**src/rtl/ife_pkg.sv**
```systemverilog
// Shared widths, types and slot extraction for the instruction block unpacker.
// A block carries four 32-bit instructions, and slot 0 sits in the most significant word.
package ife_pkg;

  localparam int INSTR_W = 32;
  localparam int SLOTS   = 4;
  localparam int BLOCK_W = INSTR_W * SLOTS;

  typedef logic [1:0]       slot_idx_t;
  typedef logic [SLOTS-1:0] slot_mask_t;

  function automatic logic [INSTR_W-1:0] block_slot(input logic [BLOCK_W-1:0] block,
                                                    input slot_idx_t          i);
    return block[BLOCK_W-1-INSTR_W*int'(i) -: INSTR_W];
  endfunction

endpackage

```
**src/rtl/instr_block_unpacker_block_fifo.sv**
```systemverilog
// Generic synchronous FIFO with DEPTH entries and flush. Data is readable in the cycle after a push.
// A push is dropped when the FIFO is full, and a pop is dropped when it is empty. full is a registered count compare.
module block_fifo #(
  parameter int WIDTH = 8,
  parameter int DEPTH = 2
) (
  input  logic             clk,
  input  logic             rst,
  input  logic             flush,
  input  logic             push,
  input  logic             pop,
  input  logic [WIDTH-1:0] din,
  output logic [WIDTH-1:0] dout,
  output logic             full,
  output logic             empty
);

  localparam int PTR_W = $clog2(DEPTH);
  localparam int CNT_W = PTR_W + 1;

  logic [WIDTH-1:0] mem_q [DEPTH];
  logic [WIDTH-1:0] mem_d [DEPTH];
  logic [PTR_W-1:0] wr_ptr_q, wr_ptr_d, rd_ptr_q, rd_ptr_d;
  logic [CNT_W-1:0] cnt_q, cnt_d;
  logic             push_ok, pop_ok;

  assign full    = (cnt_q == CNT_W'(DEPTH));
  assign empty   = (cnt_q == '0);
  assign push_ok = push && !full;
  assign pop_ok  = pop && !empty;
  assign dout    = mem_q[rd_ptr_q];

  always_comb begin
    mem_d    = mem_q;
    wr_ptr_d = wr_ptr_q;
    rd_ptr_d = rd_ptr_q;
    cnt_d    = cnt_q;
    if (flush) begin
      wr_ptr_d = '0;
      rd_ptr_d = '0;
      cnt_d    = '0;
    end else begin
      if (push_ok) begin
        mem_d[wr_ptr_q] = din;
        wr_ptr_d        = wr_ptr_q + PTR_W'(1);
      end
      if (pop_ok) rd_ptr_d = rd_ptr_q + PTR_W'(1);
      if (push_ok && !pop_ok)      cnt_d = cnt_q + CNT_W'(1);
      else if (!push_ok && pop_ok) cnt_d = cnt_q - CNT_W'(1);
    end
  end

  always_ff @(posedge clk) begin
    if (rst) begin
      wr_ptr_q <= '0;
      rd_ptr_q <= '0;
      cnt_q    <= '0;
    end else begin
      wr_ptr_q <= wr_ptr_d;
      rd_ptr_q <= rd_ptr_d;
      cnt_q    <= cnt_d;
    end
  end

  // Storage has no reset because the count gates every read of it.
  always_ff @(posedge clk) begin
    mem_q <= mem_d;
  end

endmodule

```
**src/rtl/instr_block_unpacker.sv**
```systemverilog
// Buffers 4-instruction blocks and issues one non-zero instruction per cycle to decode. The first slot appears 1 cycle after accept.
// block_ready_out is the registered not-full flag, gated low during rst and flush. Outputs hold while decode stalls.
module instr_block_unpacker
  import ife_pkg::*;
#(
  parameter int ID_W      = 7,
  parameter int DEPTH     = 2,
  parameter bit SKIP_ZERO = 1'b1
) (
  input  logic               clk,
  input  logic               rst,
  input  logic               block_valid_in,
  output logic               block_ready_out,
  input  logic [BLOCK_W-1:0] block_data_in,
  input  logic [ID_W-1:0]    block_id_in,
  input  logic               flush_in,
  output logic               instr_valid_out,
  input  logic               instr_ready_in,
  output logic [INSTR_W-1:0] instr_out,
  output logic [ID_W-1:0]    instr_id_out,
  output logic [1:0]         instr_slot_out,
  output logic               instr_last_out
);

  localparam int ENTRY_W = BLOCK_W + ID_W + SLOTS;

  logic [ENTRY_W-1:0] fifo_din, fifo_dout;
  logic               fifo_full, fifo_empty;
  logic [BLOCK_W-1:0] head_data;
  logic [ID_W-1:0]    head_id;
  slot_mask_t         head_mask, in_mask;
  slot_idx_t          slot_ptr_q, slot_ptr_d, head_slot;
  logic               head_last, head_found, accept, issue_fire, pop;

  always_comb begin
    in_mask = '1;
    if (SKIP_ZERO) begin
      for (int i = 0; i < SLOTS; i++) in_mask[i] = (block_slot(block_data_in, slot_idx_t'(i)) != '0);
    end
  end

  assign block_ready_out = !rst && !flush_in && !fifo_full;
  assign accept          = block_valid_in && block_ready_out;
  assign fifo_din        = {block_data_in, block_id_in, in_mask};
  assign {head_data, head_id, head_mask} = fifo_dout;

  block_fifo #(.WIDTH(ENTRY_W), .DEPTH(DEPTH)) u_fifo (
    .clk   (clk),
    .rst   (rst),
    .flush (flush_in),
    .push  (accept && (in_mask != '0)),
    .pop   (pop),
    .din   (fifo_din),
    .dout  (fifo_dout),
    .full  (fifo_full),
    .empty (fifo_empty)
  );

  // The head slot is the first live slot at or after the pointer. A slot is the last one when no live slot follows it.
  always_comb begin
    head_found = 1'b0;
    head_slot  = '0;
    head_last  = 1'b1;
    for (int i = 0; i < SLOTS; i++) begin
      if (!head_found && (i >= int'(slot_ptr_q)) && head_mask[i]) begin
        head_found = 1'b1;
        head_slot  = slot_idx_t'(i);
      end
    end
    for (int i = 0; i < SLOTS; i++) begin
      if ((i > int'(head_slot)) && head_mask[i]) head_last = 1'b0;
    end
  end

  assign instr_valid_out = !rst && !fifo_empty;
  assign issue_fire      = instr_valid_out && instr_ready_in && !flush_in;
  assign pop             = issue_fire && head_last;
  assign instr_out       = instr_valid_out ? block_slot(head_data, head_slot) : '0;
  assign instr_id_out    = instr_valid_out ? head_id : '0;
  assign instr_slot_out  = instr_valid_out ? head_slot : '0;
  assign instr_last_out  = instr_valid_out && head_last;

  always_comb begin
    slot_ptr_d = slot_ptr_q;
    if (flush_in)        slot_ptr_d = '0;
    else if (issue_fire) slot_ptr_d = head_last ? slot_idx_t'(0) : head_slot + 2'd1;
  end

  always_ff @(posedge clk) begin
    if (rst) slot_ptr_q <= '0;
    else     slot_ptr_q <= slot_ptr_d;
  end

endmodule

```
**config.mk**
```make
export PLATFORM = sky130hd
export DESIGN_NAME = instr_block_unpacker
export DESIGN_NICKNAME = d
export VERILOG_FILES = /design/src/rtl/ife_pkg.sv /design/src/rtl/instr_block_unpacker_block_fifo.sv /design/src/rtl/instr_block_unpacker.sv
export SDC_FILE = /design/constraint.sdc
export NUM_CORES = 1
export LEC_CHECK = 0
export ABC_CLOCK_PERIOD_IN_PS = 10310
export BUFFER_PORTS_ARGS = -buffer_cell sky130_fd_sc_hd__buf_2
export CAP_MARGIN = 20
export CORE_ASPECT_RATIO = 1.2
export CORE_MARGIN = 1.5
export CORE_UTILIZATION = 35
export CTS_BUF_LIST = sky130_fd_sc_hd__clkbuf_4
export CTS_CLUSTER_DIAMETER = 200
export DETAILED_ROUTE_END_ITERATION = 8
export GPL_ROUTABILITY_DRIVEN = 0
export GPL_TIMING_DRIVEN = 0
export PLACE_DENSITY = 0.6
export SYNTH_ARGS = -nofsm -noshare
export SYNTH_HDL_FRONTEND = slang
export SYNTH_SLANG_ARGS = --single-unit
```
**constraint.sdc**
```tcl
create_clock -name clk -period 10.31 [get_ports clk]
set_clock_uncertainty 0.15 [all_clocks]
set_input_delay 2.062 -clock clk [delete_from_list [all_inputs] [get_ports clk]]
set_output_delay 2.062 -clock clk [all_outputs]
set_load 0.05 [all_outputs]
```
# After elaboration in Yosys (flattened, before gate mapping)
# Cells that the tools add are included.
# W data, S select, Z words.
[op_classes]
n_addsub = 6
n_eq_ne = 1
shifts = 1
mux = 21
reduce_logical = 41
bitwise_logic = 3
n_lt_le_gt_ge = 9
[ops]
columns = ["operator", "count"]
rows = [
  ["$mux W139", 4],
  ["$bwmux W278", 1],
  ["$shiftx A159 B8 Y32", 1],
  ["$demux W139 S1", 1],
  ["$reduce_bool A32 Y1", 4],
  ["$mux W32", 1],
  ["$logic_and A1 B1 Y1", 23],
  ["$mux W2", 6],
  ["$logic_not A1 Y1", 9],
  ["$sub A7 B7 Y8 const A", 1],
  ["$mux W1", 7],
  ["$mux W7", 1],
  ["$add A2 B1 Y2 const B", 2],
  ["$ge A1 B2 Y1 const A", 2],
  ["$ge A2 B2 Y1 const B", 2],
  ["$gt A2 B2 Y1 const A", 2],
  ["$not A1 Y2", 2],
  ["$reduce_bool A4 Y1", 1],
  ["$add A1 B1 Y1 const B", 2],
  ["$eq A2 B2 Y1 const B", 1],
  ["$ge A2 B2 Y1 const A", 1],
  ["$gt A1 B2 Y1 const A", 1],
  ["$logic_not A2 Y1", 1],
  ["$lt A2 B1 Y1 const B", 1],
  ["5 further kinds", 5],
]
[word_totals]
in_bits = 140
output_inout_bits = 44
elab_cells = 88
register_bits = 284

# Longest topological paths before layout
[depth]
word_depth = 27
mapped_depth = 15
depth_no_buf = 13

# By module
# A second synthesis with hierarchy kept.
[unflattened]
hier_cells = 669
hier_area_um2 = 12190.4
[modules_own_cells]
columns = ["module", "area_per_inst_um2", "cells_per_inst", "n_inst"]
rows = [
  ["block_fifo", 10654.0, 458, 1],
  ["instr_block_unpacker", 1536.5, 211, 1],
]

# Worst setup path before layout
# Ideal clock, no wire load.
[synth_timing]
kind = "input to register"
start = "input rst"
end = "register u_fifo.mem_q[139] in the netlist's numbering (enable)"
n_path_buf = 0
slack_ns = -0.302
t_arrival_ns = 9.806
setup_time_ns = 0.656
cell_stages = 5
required_time_ns = 9.504
cell_sequence = "or2_2 > a21oi_1 > nand2_1 > a41oi_1 > nor2b_1"
[synth_between]
elab_chain_len = 7
[synth_lines]
columns = ["element", "line", "source"]
rows = [
  ["start, declared", "instr_block_unpacker.sv:11", "input logic rst,"],
  ["$logic_not A1 Y1", "instr_block_unpacker.sv:42", "assign block_ready_out = !rst && !flush_in && !fifo_full;"],
  ["$logic_and A1 B1 Y1 (2 in a row)", "instr_block_unpacker.sv:42", ""],
  ["via block_ready_out", "instr_block_unpacker.sv:13", "output logic block_ready_out,"],
  ["$logic_and A1 B1 Y1", "instr_block_unpacker.sv:43", "assign accept = block_valid_in && block_ready_out;"],
  ["$logic_and A1 B1 Y1", "instr_block_unpacker.sv:51", ".push (accept && (in_mask != '0)),"],
  ["$logic_and A1 B1 Y1", "instr_block_unpacker_block_fifo.sv:29", "assign push_ok = push && !full;"],
  ["via u_fifo.push_ok", "instr_block_unpacker_block_fifo.sv:25", "logic push_ok, pop_ok;"],
  ["$reduce_and A2 Y1 (no line)", "n/a", ""],
  ["end signal, assigned", "instr_block_unpacker_block_fifo.sv:67", "mem_q <= mem_d;"],
  ["end, declared", "instr_block_unpacker_block_fifo.sv:21", "logic [WIDTH-1:0] mem_q [DEPTH];"],
]
# The timed path passes the listed nets, and every way through them passes these cells.
# A chain may end at the register's enable or synchronous reset.

# Worst setup path after layout
[layout_timing]
start = "input rst"
end = "output instr_out[20]"
[layout_between]
elab_chain_len = 3
[layout_lines]
columns = ["element", "line", "source"]
rows = [
  ["$logic_not A1 Y1", "instr_block_unpacker.sv:75", "assign instr_valid_out = !rst && !fifo_empty;"],
  ["$logic_and A1 B1 Y1", "instr_block_unpacker.sv:75", ""],
  ["$mux W32", "instr_block_unpacker.sv:78", "assign instr_out = instr_valid_out ? block_slot(head_data, head_slot) : '0;"],
  ["end, declared", "instr_block_unpacker.sv:19", "output logic [INSTR_W-1:0] instr_out,"],
]
# Every way passes these cells.

==> metrics.cfg <==
[outcome]
status = complete, no violations

[detailed_routing]
avgViaCountPerCell = 5.20
wl_per_cell_um = 21.0
wirelength_mm = 32.4
dr.pass1.iters = 5
vias = 8008
drc = 0
drt_iter0_markers = 738
ant_nets = 0

[synth]
synth_seq_cells = 284
synth_mux_area_share_pct = 6.95
synth_xor_area_share_pct = 0.150
synthSimpleGateAreaFrac_pct = 10.6
ys_seq_area_share_pct = 72.4
synth-edff-count = 278
yosys_most_used_dff = edfxtp_1
synthAdderAreaFrac_pct = 0.321
syn_inst = 772
synth.cell_area_um2 = 11700
avgSynthCellArea_um2 = 15.1
synthDistinctLibCells = 42
yosysWarnings = 0
synth_top_family_by_area = simple AND/OR/NAND/NOR gates
synth-async-reset-ratio_pct = 0
synth_compound_area_share_pct = 7.40
synth_nets = 915

[critical_path]
critical_path_buf_inv_count = 4
slowest_stage = clkbuf_1
cp_top_family = buffers and inverters
crit_top_cell = buf_2
r2r_slack_ns = 6.64
end_kind = output pin
path_depth = 9
cp.required_ns = 8.10
cp-start-kind = input port
r2r_cells = 13
crit_chain = buf_2 -> o21bai_1 -> inv_1 -> o31ai_2 -> nor3_4 -> clkbuf_1 -> a221oi_1 -> a41oi_1 -> buf_2
critPathKind = input port to output pin
rr_endpoint = u_fifo.cnt_q[1]$_SDFFE_PP0P_
crit_fanout = 10
startpoint = rst
rr_startpoint = u_fifo.rd_ptr_q$_SDFFE_PP0P_
crit_arrival_ns = 4.46
max_stage_delay_ns = 0.47
cp-endpoint = instr_out[20]

[placement]
place_hpwl_mm = 22.9
post-place-ws_ns = 3.60
port_buffers = 183

[timing]
min_period_over_period_pct = 64.7
fin_crit_ns = 6.67
rsz0062_at_grt = no
max_slew_margin_pct = 43.4
fmax_ghz = 0.150
slew_violations = 0
worstMarginPinSlew_ns = 0.849
fin_ws_ns = 3.64
hold_viol = 0
final.setup.tns_ns = 0
finalSetupViolCount = 0

[power]
power.total_mw = 2.40
ir_drop_mv = 0.103
p_leak_nw = 4.96
p_per_area_nw_per_um2 = 168

[finish]
final_cell_mix = edfxtp_1, buf_2, clkbuf_4, nand2_1, nor2_1
syn2layout_area_growth_pct = 22.3
final_core_util_pct = 43.4
final_common_cell = edfxtp_1
drive_gt1_share_pct = 34.8
fin_nets = 1183

[clock_tree]
postCtsSetupBuffers = 0
clock_path_buffers = 3
cts_tree = done
clock_sinks = 284
clkTransAtPathRegs_ns = 0.06
root_buffer = clkbuf_4
cts_resized = 0
h-tree-depth = 3
numCtsBuffers = 76
holdBufCountCts = 0
clock_latency_ns = 0.65

[global_route]
grt_pass1_vias = 7984
antenna_found_initial = 1
grt_max_degree = 62
grt.total_usage_pct = 18.7
grt_pass1_wl_mm = 47.1
grt_overflow_total = 0

[floorplan]
fp.dieH_um = 203
core_um2 = 33000
ios = 184
die-area_um2 = 34500
rows = 73
start_util_pct = 35.5
die_w_um = 170

[min_path]
hold_class = register to register

[job]
maxCapViolCount = 0

sequential cells by signal (all words and copies together) (netlist names):
name	count
slot_ptr_q	2
u_fifo.cnt_q	2
u_fifo.mem_q	278
u_fifo.rd_ptr_q	1
u_fifo.wr_ptr_q	1
through the flow:
step | hold slack [ns] | std cells | instance area (um^2)
final | 0.370 | 1540 | 14300
after global routing | 0.395 | 1540 | 14300
after CTS | 0.376 | 1539 | 14300
after detailed placement | 0.362 | 1412 | 13400
after global placement | 0.321 | 1405 | 13200
after floorplan | 0.312 | 772 | 11700
synthesized netlist by cell type, types with 3 or more instances:
| cell type | count | area share, % |
|---|---|---|
| inv_1 | 7 | 0.22 |
| o21ai_0 | 5 | 0.21 |
| and3_1 | 33 | 1.8 |
| nor2_1 | 48 | 1.5 |
| mux2i_1 | 44 | 3.8 |
| nor4_1 | 32 | 1.7 |
| edfxtp_1 | 278 | 71 |
| nand2_1 | 71 | 2.3 |
| mux2_2 | 33 | 3.2 |
| a221oi_1 | 32 | 2.4 |
| ha_1 | 3 | 0.32 |
| buf_2 | 18 | 0.77 |
| nand4_1 | 9 | 0.48 |
| dfxtp_1 | 6 | 1.0 |
| buf_4 | 5 | 0.32 |
| o21ai_1 | 28 | 1.2 |
| clkbuf_1 | 23 | 0.74 |
| nor3b_1 | 32 | 2.1 |
| a41oi_1 | 33 | 2.5 |
cells by family (layout without fill, tap and decap cells):
family                   Yosys count  count (layout)
XOR/XNOR                           2               2
AO/OA/AOI/OAI                    113             113
other                              0               1
flip-flops                       284             284
multiplexers                      77              77
adder cells (fa/ha/maj)            3               3
AND/OR/NAND/NOR                  236             236
buffers and inverters             57             374
where the power goes:
part	switching (mW)	internal (mW)
registers	0.00510	1.29
clock network	0.433	0.535
logic	0.0909	0.0453
total	0.529	1.87
worst register-to-register path, delay by kind of cell, from the launching register on:
family,cells,cell delay (ns)
buf+inv,3,0.60
simple gates,5,1.22
mux,1,0.41
flops,1,0.39
fa+ha+maj,2,0.51
compound gates,2,0.33
cell type report:
type | count | area (um^2)
Multi-Input combinational cell | 431 | 2980
Fill cell | 3105 | 18700
Antenna cell | 1 | 2.50
Sequential cell | 284 | 8470
Tap cell | 450 | 563
Inverter | 9 | 33.8
Clock buffer | 117 | 878
Buffer | 48 | 221
Clock inverter | 10 | 67.6
Timing Repair Buffer | 190 | 1090
metal layers:
metal / global-route usage, % / routed length (um)
met5: 0 / 0
met1: 24.2 / 13300
met2: 30.4 / 15600
met3: 4.04 / 2520
met4: 7.87 / 962
worst min-delay path by stage:
stage                                            start                      endpoint  slack, ns  cells past startpoint
after floorplan           u_fifo.wr_ptr_q$_SDFFE_PP0P_  u_fifo.wr_ptr_q$_SDFFE_PP0P_       0.31                      1
after global placement    u_fifo.wr_ptr_q$_SDFFE_PP0P_  u_fifo.wr_ptr_q$_SDFFE_PP0P_       0.32                      1
after detailed placement  u_fifo.wr_ptr_q$_SDFFE_PP0P_  u_fifo.wr_ptr_q$_SDFFE_PP0P_       0.36                      1
after CTS                 u_fifo.wr_ptr_q$_SDFFE_PP0P_  u_fifo.wr_ptr_q$_SDFFE_PP0P_       0.38                      1
after global routing      u_fifo.wr_ptr_q$_SDFFE_PP0P_  u_fifo.wr_ptr_q$_SDFFE_PP0P_       0.39                      1
final                     u_fifo.wr_ptr_q$_SDFFE_PP0P_  u_fifo.wr_ptr_q$_SDFFE_PP0P_       0.37                      1
Note: power is estimated with default switching activity, not from simulation.
